$ cat src/rtl/aoc_rotation_parser.sv
// rtl/aoc_rotation_parser.sv - ASCII rotation line byte stream to (direction, distance) commands
module aoc_rotation_parser #(
    parameter int DIST_W     = 8,
    parameter int MAX_DIGITS = 3
) (
    input  logic              clk,
    input  logic              rst,
    input  logic              in_valid,
    input  logic [7:0]        in_data,
    input  logic              in_last,
    output logic              in_ready,
    output logic              out_valid,
    output logic              out_direction,
    output logic [DIST_W-1:0] out_distance,
    input  logic              out_ready,
    output logic              sat,
    output logic              err,
    output logic              done
`ifdef AOC_PARSER_STATS_EN
    ,
    output logic [31:0]       cmd_count,
    output logic [15:0]       err_count
`endif
);
    localparam int ACC_W = DIST_W + 4;
    localparam int CNT_W = $clog2(MAX_DIGITS + 1);
    localparam logic [ACC_W-1:0] ACC_MAX = {4'b0000, {DIST_W{1'b1}}};
    localparam logic [CNT_W-1:0] CNT_MAX = CNT_W'(MAX_DIGITS);

    typedef enum logic [2:0] {S_IDLE, S_DIGITS, S_SKIP, S_EMIT, S_DONE} state_t;

    state_t           state;
    logic             dir_q;
    logic             last_q;
    logic [ACC_W-1:0] acc;
    logic [CNT_W-1:0] dcnt;

    logic             fire, is_dir, is_digit, is_lf, is_cr, is_ws;
    logic             acc_clamp, err_evt;
    logic [ACC_W-1:0] acc_sum, acc_next;

    assign in_ready = (state != S_EMIT) && (state != S_DONE);

    always_comb begin
        fire      = in_valid && in_ready;
        is_dir    = (in_data == 8'h4C) || (in_data == 8'h52);
        is_digit  = (in_data >= 8'h30) && (in_data <= 8'h39);
        is_lf     = (in_data == 8'h0A);
        is_cr     = (in_data == 8'h0D);
        is_ws     = is_lf || is_cr || (in_data == 8'h20);
        acc_sum   = acc * ACC_W'(10) + ACC_W'(in_data[3:0]);
        acc_clamp = acc_sum > ACC_MAX;
        acc_next  = acc_clamp ? ACC_MAX : acc_sum;
        err_evt   = 1'b0;
        if (fire) begin
            case (state)
                S_IDLE:   err_evt = is_dir ? in_last : !is_ws;
                S_DIGITS: begin
                    if (is_digit)
                        err_evt = (dcnt == CNT_MAX);
                    else if (is_lf || (is_cr && in_last))
                        err_evt = (dcnt == '0);
                    else
                        err_evt = !is_cr;
                end
                default:  err_evt = 1'b0;
            endcase
        end
    end

    always_ff @(posedge clk) begin
        if (rst) begin
            state         <= S_IDLE;
            dir_q         <= 1'b0;
            last_q        <= 1'b0;
            acc           <= '0;
            dcnt          <= '0;
            out_valid     <= 1'b0;
            out_direction <= 1'b0;
            out_distance  <= '0;
            sat           <= 1'b0;
            err           <= 1'b0;
            done          <= 1'b0;
        end else begin
            if (err_evt)
                err <= 1'b1;
            case (state)
                S_IDLE: if (fire) begin
                    if (is_dir) begin
                        dir_q <= (in_data == 8'h52);
                        acc   <= '0;
                        dcnt  <= '0;
                    end
                    if (in_last) begin
                        state <= S_DONE;
                        done  <= 1'b1;
                    end else if (is_dir) begin
                        state <= S_DIGITS;
                    end else if (!is_ws) begin
                        state <= S_SKIP;
                    end
                end
                S_DIGITS: if (fire) begin
                    if (is_digit && dcnt != CNT_MAX) begin
                        acc  <= acc_next;
                        dcnt <= dcnt + CNT_W'(1);
                        if (acc_clamp)
                            sat <= 1'b1;
                        if (in_last) begin
                            out_valid     <= 1'b1;
                            out_direction <= dir_q;
                            out_distance  <= acc_next[DIST_W-1:0];
                            last_q        <= 1'b1;
                            state         <= S_EMIT;
                        end
                    end else if ((is_lf || (is_cr && in_last)) && dcnt != '0) begin
                        out_valid     <= 1'b1;
                        out_direction <= dir_q;
                        out_distance  <= acc[DIST_W-1:0];
                        last_q        <= in_last;
                        state         <= S_EMIT;
                    end else if (in_last) begin
                        state <= S_DONE;
                        done  <= 1'b1;
                    end else if (is_lf) begin
                        state <= S_IDLE;
                    end else if (!is_cr) begin
                        state <= S_SKIP;
                    end
                end
                S_SKIP: if (fire) begin
                    if (in_last) begin
                        state <= S_DONE;
                        done  <= 1'b1;
                    end else if (is_lf) begin
                        state <= S_IDLE;
                    end
                end
                S_EMIT: if (out_ready) begin
                    out_valid <= 1'b0;
                    if (last_q) begin
                        state <= S_DONE;
                        done  <= 1'b1;
                    end else begin
                        state <= S_IDLE;
                    end
                end
                S_DONE:  state <= S_DONE;
                default: state <= S_IDLE;
            endcase
        end
    end

`ifdef AOC_PARSER_STATS_EN
    always_ff @(posedge clk) begin
        if (rst) begin
            cmd_count <= '0;
            err_count <= '0;
        end else begin
            if (out_valid && out_ready && cmd_count != '1)
                cmd_count <= cmd_count + 32'd1;
            if (err_evt && err_count != '1)
                err_count <= err_count + 16'd1;
        end
    end
`endif

endmodule

$ cat config.mk
export PLATFORM = sky130hd
export DESIGN_NAME = aoc_rotation_parser
export DESIGN_NICKNAME = d
export VERILOG_FILES = /design/src/rtl/aoc_rotation_parser.sv
export SDC_FILE = /design/constraint.sdc
export NUM_CORES = 1
export LEC_CHECK = 0
export BUFFER_PORTS_ARGS = -buffer_cell sky130_fd_sc_hd__buf_4
export CAP_MARGIN = 0
export CORE_MARGIN = 2
export CORE_UTILIZATION = 30
export DETAILED_ROUTE_END_ITERATION = 10
export GPL_TIMING_DRIVEN = 0
export PLACE_DENSITY = 0.52
export SYNTH_ARGS = -nofsm -noshare
export SYNTH_HDL_FRONTEND = slang
export SYNTH_SLANG_ARGS = --single-unit
$ cat constraint.sdc
create_clock -name clk -period 7 [get_ports clk]
set_input_delay 0.7 -clock clk [delete_from_list [all_inputs] [get_ports clk]]
set_output_delay 0.7 -clock clk [all_outputs]
set_load 0.03 [all_outputs]
# Word level (Yosys, flattened, before mapping)
# Cells that the tools add are included.
# word_totals
regBits	32
output_inout_bits	14
wordCells	128
inputBits	13
# classes
mul	1
n_eq_ne	29
n_addsub	2
magnitude_cmp	3
reduce_logical	27
mux	55
# ops
operator	n
2-to-1 mux 12 bit	5
2-to-1 mux 3 bit	16
2-to-1 mux 8 bit	3
one-hot mux 12 bit (2 select lines)	1
!= test 2 bit (second input constant)	11
2-to-1 mux 1 bit	21
== test 8 x 4 -> 1 bit (second input constant)	2
== test 8 x 7 -> 1 bit (second input constant)	2
one-hot mux 3 bit (5 select lines)	1
adder 12 x 4 -> 12 bit	1
greater-than comparator 12 x 8 -> 1 bit (second input constant)	1
multiplier 12 x 3 -> 11 bit (second input constant)	1
!= test 3 bit (second input constant)	4
AND reduction 5 bit	2
== test 8 x 6 -> 1 bit (second input constant)	1
greater-or-equal comparator 8 x 6 -> 1 bit (second input constant)	1
<= comparator 8 x 6 -> 1 bit (second input constant)	1
2-to-1 mux 2 bit	4
AND reduction 4 bit	2
AND reduction 8 bit	1
nonzero test 2 bit	4
AND reduction 7 bit	1
== test 3 x 2 -> 1 bit (second input constant)	2
logical AND 1 bit	6
18 further kinds	23

# Depth between registers and ports, before layout
# logic_depth
word_depth	8
mapped_depth	10
depth_no_buf	9

# Worst setup path after synthesis
# Ideal clock, no wire load.
# synth_path
path_kind	flip-flop to flip-flop
from	reg acc[1]
to	reg acc[0]
arrival_ns	2.831
stages_incl_launch_ff	11
required_ns	6.868
setup_slack_ns	4.037
setup_ns	0.132
path_buffers	1
synth_period_minus_slack_ns	2.963
path_cell_list	dfxtp_1 > ha_1 > ha_1 > fa_1 > a211oi_1 > nor4b_1 > a2111oi_0 > o211ai_1 > o22ai_2 > buf_2 > o21ai_0
# synth_between
elab_chain_len	7
# synth_lines
element	line_no	rtl
start: declaration	35	logic [ACC_W-1:0] acc;
start signal: assignment	105	acc <= acc_next;
multiplier 12 x 3 -> 11 bit	51	acc_sum = acc * ACC_W'(10) + ACC_W'(in_data[3:0]);
adder 12 x 4 -> 12 bit	51	
greater-than comparator 12 x 8 -> 1 bit	52	acc_clamp = acc_sum > ACC_MAX;
2-to-1 mux 12 bit	53	acc_next = acc_clamp ? ACC_MAX : acc_sum;
2-to-1 mux 12 bit	104	if (is_digit && dcnt != CNT_MAX) begin
2-to-1 mux 12 bit	103	S_DIGITS: if (fire) begin
one-hot mux 12 bit (2 select lines)	87	case (state)
# No other way between the ends. The select of a mux whose other input is x is not followed.
# A chain may end at the register's enable or synchronous reset.

# Worst setup path in the final report
# layout_path
from	reg acc[1]
to	reg out_distance[2]
# layout_between
elab_chain_len	6
# layout_lines
element	line_no	rtl
multiplier 12 x 3 -> 11 bit *	51	
adder 12 x 4 -> 12 bit *	51	
greater-than comparator 12 x 8 -> 1 bit	52	
2-to-1 mux 12 bit *	53	
2-to-1 mux 8 bit *	109	if (in_last) begin
2-to-1 mux 8 bit *	104	
end signal: assignment	112	out_distance <= acc_next[DIST_W-1:0];
end signal: assignment	119	out_distance <= acc[DIST_W-1:0];
end: declaration	14	output logic [DIST_W-1:0] out_distance,
# Every way passes the cells marked *; elsewhere a longest branch is shown, timed or not. The select of a mux whose other input is x is not followed.

==> impl_metrics.tcl <==
set metrics [dict create \
    cts_root_buffer "clkbuf_8" \
    rsz0062_at_grt "false" \
    cp.required_ns 7.17 \
    final_nets 356 \
    r2r_slack_ns 3.14 \
    yosysSeqAreaShare_pct 25.81 \
    reg2reg_to "out_distance[2]$_SDFFE_PP0P_" \
    synth-main-ff-cell "dfxtp_1" \
    cts.hold.buffers_added 0 \
    netlist_top_cells_count "31 x dfxtp_1, 30 x o21ai_0, 22 x nand2_1, 20 x ha_1, 19 x nor2_1" \
    path_common_cell "ha_1" \
    p_leak_uw 0.001138 \
    finalClockSkew_ns 0.003852 \
    fmax_ghz 0.2592 \
    clock_latency_ns 0.29 \
    path_clk_slew_ns 0.07 \
    slowest_delay_ns 0.63 \
    worst_pin_slew_ns 0.6991 \
    tns_ns 0 \
    area_growth_syn_to_layout_pct 16.49 \
    synth_area_mm2 0.002405 \
    drive_gt1_share_pct 15.53 \
    worstSetupPathType "flop to flop" \
    vias_per_cell 5.550 \
    postRouteAntennaNets 0 \
    run_status "completed" \
    first_global_vias 2225 \
    dieWidth_um 93.53 \
    start_kind "flop" \
    syn_area_per_cell_um2 8.292 \
    cts_num_sinks 31 \
    worstRegToRegCells 10 \
    design.die.area_mm2 0.008748 \
    power_density_mw_per_mm2 130.6 \
    ys_types 64 \
    drtPass1Iterations 5 \
    cp_cell_sequence "ha_1 > ha_1 > fa_1 > a211oi_1 > nor4b_1 > a2111oi_0 > o211ai_1 > o22ai_2 > buf_2 > o21ai_0" \
    r2r_start "acc[1]$_SDFFE_PP0P_" \
    endpoint "out_distance[2]$_SDFFE_PP0P_" \
    die_h_um 93.53 \
    cap_violations 0 \
    critPathCaptureType "flop" \
    num_io_pins 27 \
    critical_path_arrival_ns 4.03 \
    wirelength_mm 6.559 \
    synth_area_leader_cell "dfxtp_1" \
    synth_nets 325 \
    vdd_drop_max_uv 53.04 \
    synthArstFlopShare_pct 0 \
    dp_hpwl_mm 5.004 \
    num_antenna_cells 0 \
    slew_viol_final 0 \
    yosysMostFrequentCell "dfxtp_1" \
    hold_class "flop to flop" \
    dr.first_iter.drc_count 111 \
    grt.total_usage_pct 15.81 \
    yosysTopAreaCellShare_pct 25.81 \
    cts_made_buffers 5 \
    dpl_cell_area_mm2 0.002713 \
    cts_tree "built" \
    gp_congestion 0.8594 \
    portBuffers 24 \
    post_cts_buffers 0 \
    cts.path.max_buffers 2 \
    stdcell_area_mm2 0.002801 \
    grt_max_degree 12 \
    synth-seq-cells 31 \
    slowest_stage "a2111oi_0" \
    period_share_pct 55.12 \
    synth_enable_flop_cells 0 \
    fin_crit_ns 3.859 \
    ctsResizeCount 0 \
    coreArea_mm2 0.007727 \
    grt_pass1_wl_mm 11.24 \
    hold_violations 0 \
    initial_core_util_pct 31.12 \
    cp_max_fo 10 \
    startpoint "acc[1]$_SDFFE_PP0P_" \
    grt-ovfl-total 0 \
    syn_inst 290 \
    synth_warnings 0 \
    drc 0 \
    antenna_found_initial 0 \
    finalSetupViolCount 0 \
    rows 32 \
    vias 2353 \
    htreeDepth 2 \
    wl_per_cell_um 15.47 \
    slew_headroom_pct 52.19 \
    yosys-top-cells-area "dfxtp_1 26%, ha_1 10%, o21ai_0 6.2%" \
]
## registers in the layout (all words and copies together), names as in the netlist
name,cells
acc,11
out_distance,8
state,3
dcnt,2
dir_q,1
done,1
err,1
last_q,1
out_direction,1
out_valid,1
sat,1
## kinds of logic (layout without fill, tap and decap cells)
kind of cell | after synthesis | after routing | synth area share (%)
compound gates | 115 | 115 | 33.98
buf+inv | 22 | 54 | 3.746
xor+xnor | 9 | 9 | 3.278
flops | 31 | 31 | 25.81
mux | 1 | 1 | 0.4162
simple gates | 90 | 90 | 20.71
fa+ha+maj | 22 | 22 | 12.07
## worst min path at each step
stage	slack [ns]	start	depth (start not counted)	end
after floorplan	0.43	acc[9]$_SDFFE_PP0P_	1	acc[9]$_SDFFE_PP0P_
after global placement	0.45	err$_SDFFE_PP0P_	2	err$_SDFFE_PP0P_
after detailed placement	0.45	sat$_SDFFE_PP0P_	1	sat$_SDFFE_PP0P_
after CTS	0.48	sat$_SDFFE_PP0P_	1	sat$_SDFFE_PP0P_
after global routing	0.49	acc[9]$_SDFFE_PP0P_	1	acc[9]$_SDFFE_PP0P_
final	0.47	acc[9]$_SDFFE_PP0P_	1	acc[9]$_SDFFE_PP0P_
## cells in the final DEF, fill, tap and decap left out, drive strengths merged, types with 2 or more instances in the layout
cell / netlist / routed
a211oi: 4 / 4
a21o: 6 / 6
a21oi: 16 / 16
a22oi: 8 / 8
a311o: 3 / 3
a311oi: 2 / 2
a31o: 2 / 2
a31oi: 5 / 5
and2: 6 / 6
and3: 2 / 2
buf: 4 / 28
clkbuf: 11 / 16
clkinvlp: 0 / 2
dfxtp: 31 / 31
fa: 2 / 2
ha: 20 / 20
inv: 7 / 7
nand2: 22 / 22
nand3: 5 / 5
nand3b: 2 / 2
nand4: 3 / 3
nand4b: 3 / 3
nor2: 19 / 19
nor2b: 4 / 4
nor3: 6 / 6
nor3b: 3 / 3
o2111ai: 3 / 3
o211a: 4 / 4
o21a: 5 / 5
o21ai: 31 / 31
o221a: 2 / 2
o221ai: 2 / 2
o2bb2ai: 2 / 2
o31ai: 9 / 9
or3: 5 / 5
or3b: 3 / 3
xnor2: 5 / 5
xor2: 4 / 4
## cell type report
class / instances / area, um2
Clock buffer: 5 / 68.82
Inverter: 7 / 26.28
Sequential cell: 31 / 620.6
Timing Repair Buffer: 24 / 180.2
Clock inverter: 3 / 20.02
Multi-Input combinational cell: 237 / 1694
Buffer: 15 / 63.81
Tap cell: 102 / 127.6
Fill cell: 813 / 4926
## routing by layer
layer	vias up	GRT usage [%]	part of all wire, %
li1	1182	-	-
met1	1105	22.03	49
met2	55	25.24	45
met3	11	1.853	3.7
met4	0	5.435	2.2
met5	-	0	0
## power by group
group / internal, uW / switching (uW)
sequential: 178 / 1.44
combinational: 16.2 / 26.4
clock: 69.1 / 74.4
## through the flow
| stage | total power, uW | worst slack, ns | std cells | utilization, % | hold WS, ns |
|---|---|---|---|---|---|
| finish | 366.0 | 3.141 | 424 | 36.25 | 0.4736 |
| detailed placement | 226.1 | 3.118 | 416 | 35.10 | 0.4526 |
| floorplan | 209.7 | 4.037 | 290 | - | 0.4340 |
| global placement | 226.3 | 3.192 | 416 | 35.10 | 0.4535 |
| global route | 381.1 | 2.791 | 424 | 36.25 | 0.4933 |
| CTS | 369.7 | 3.091 | 424 | 36.25 | 0.4787 |
## worst max-delay path, delay by kind of cell, from the launching register on
kind                       cells  cell delay, ns
and+or+nand+nor                1            0.10
AOI/OAI and AO/OA              5            1.96
adders and majority gates      3            0.95
DFF                            1            0.44
buffers and inverters          1            0.28
No activity file was read; power rests on OpenSTA's default activity.
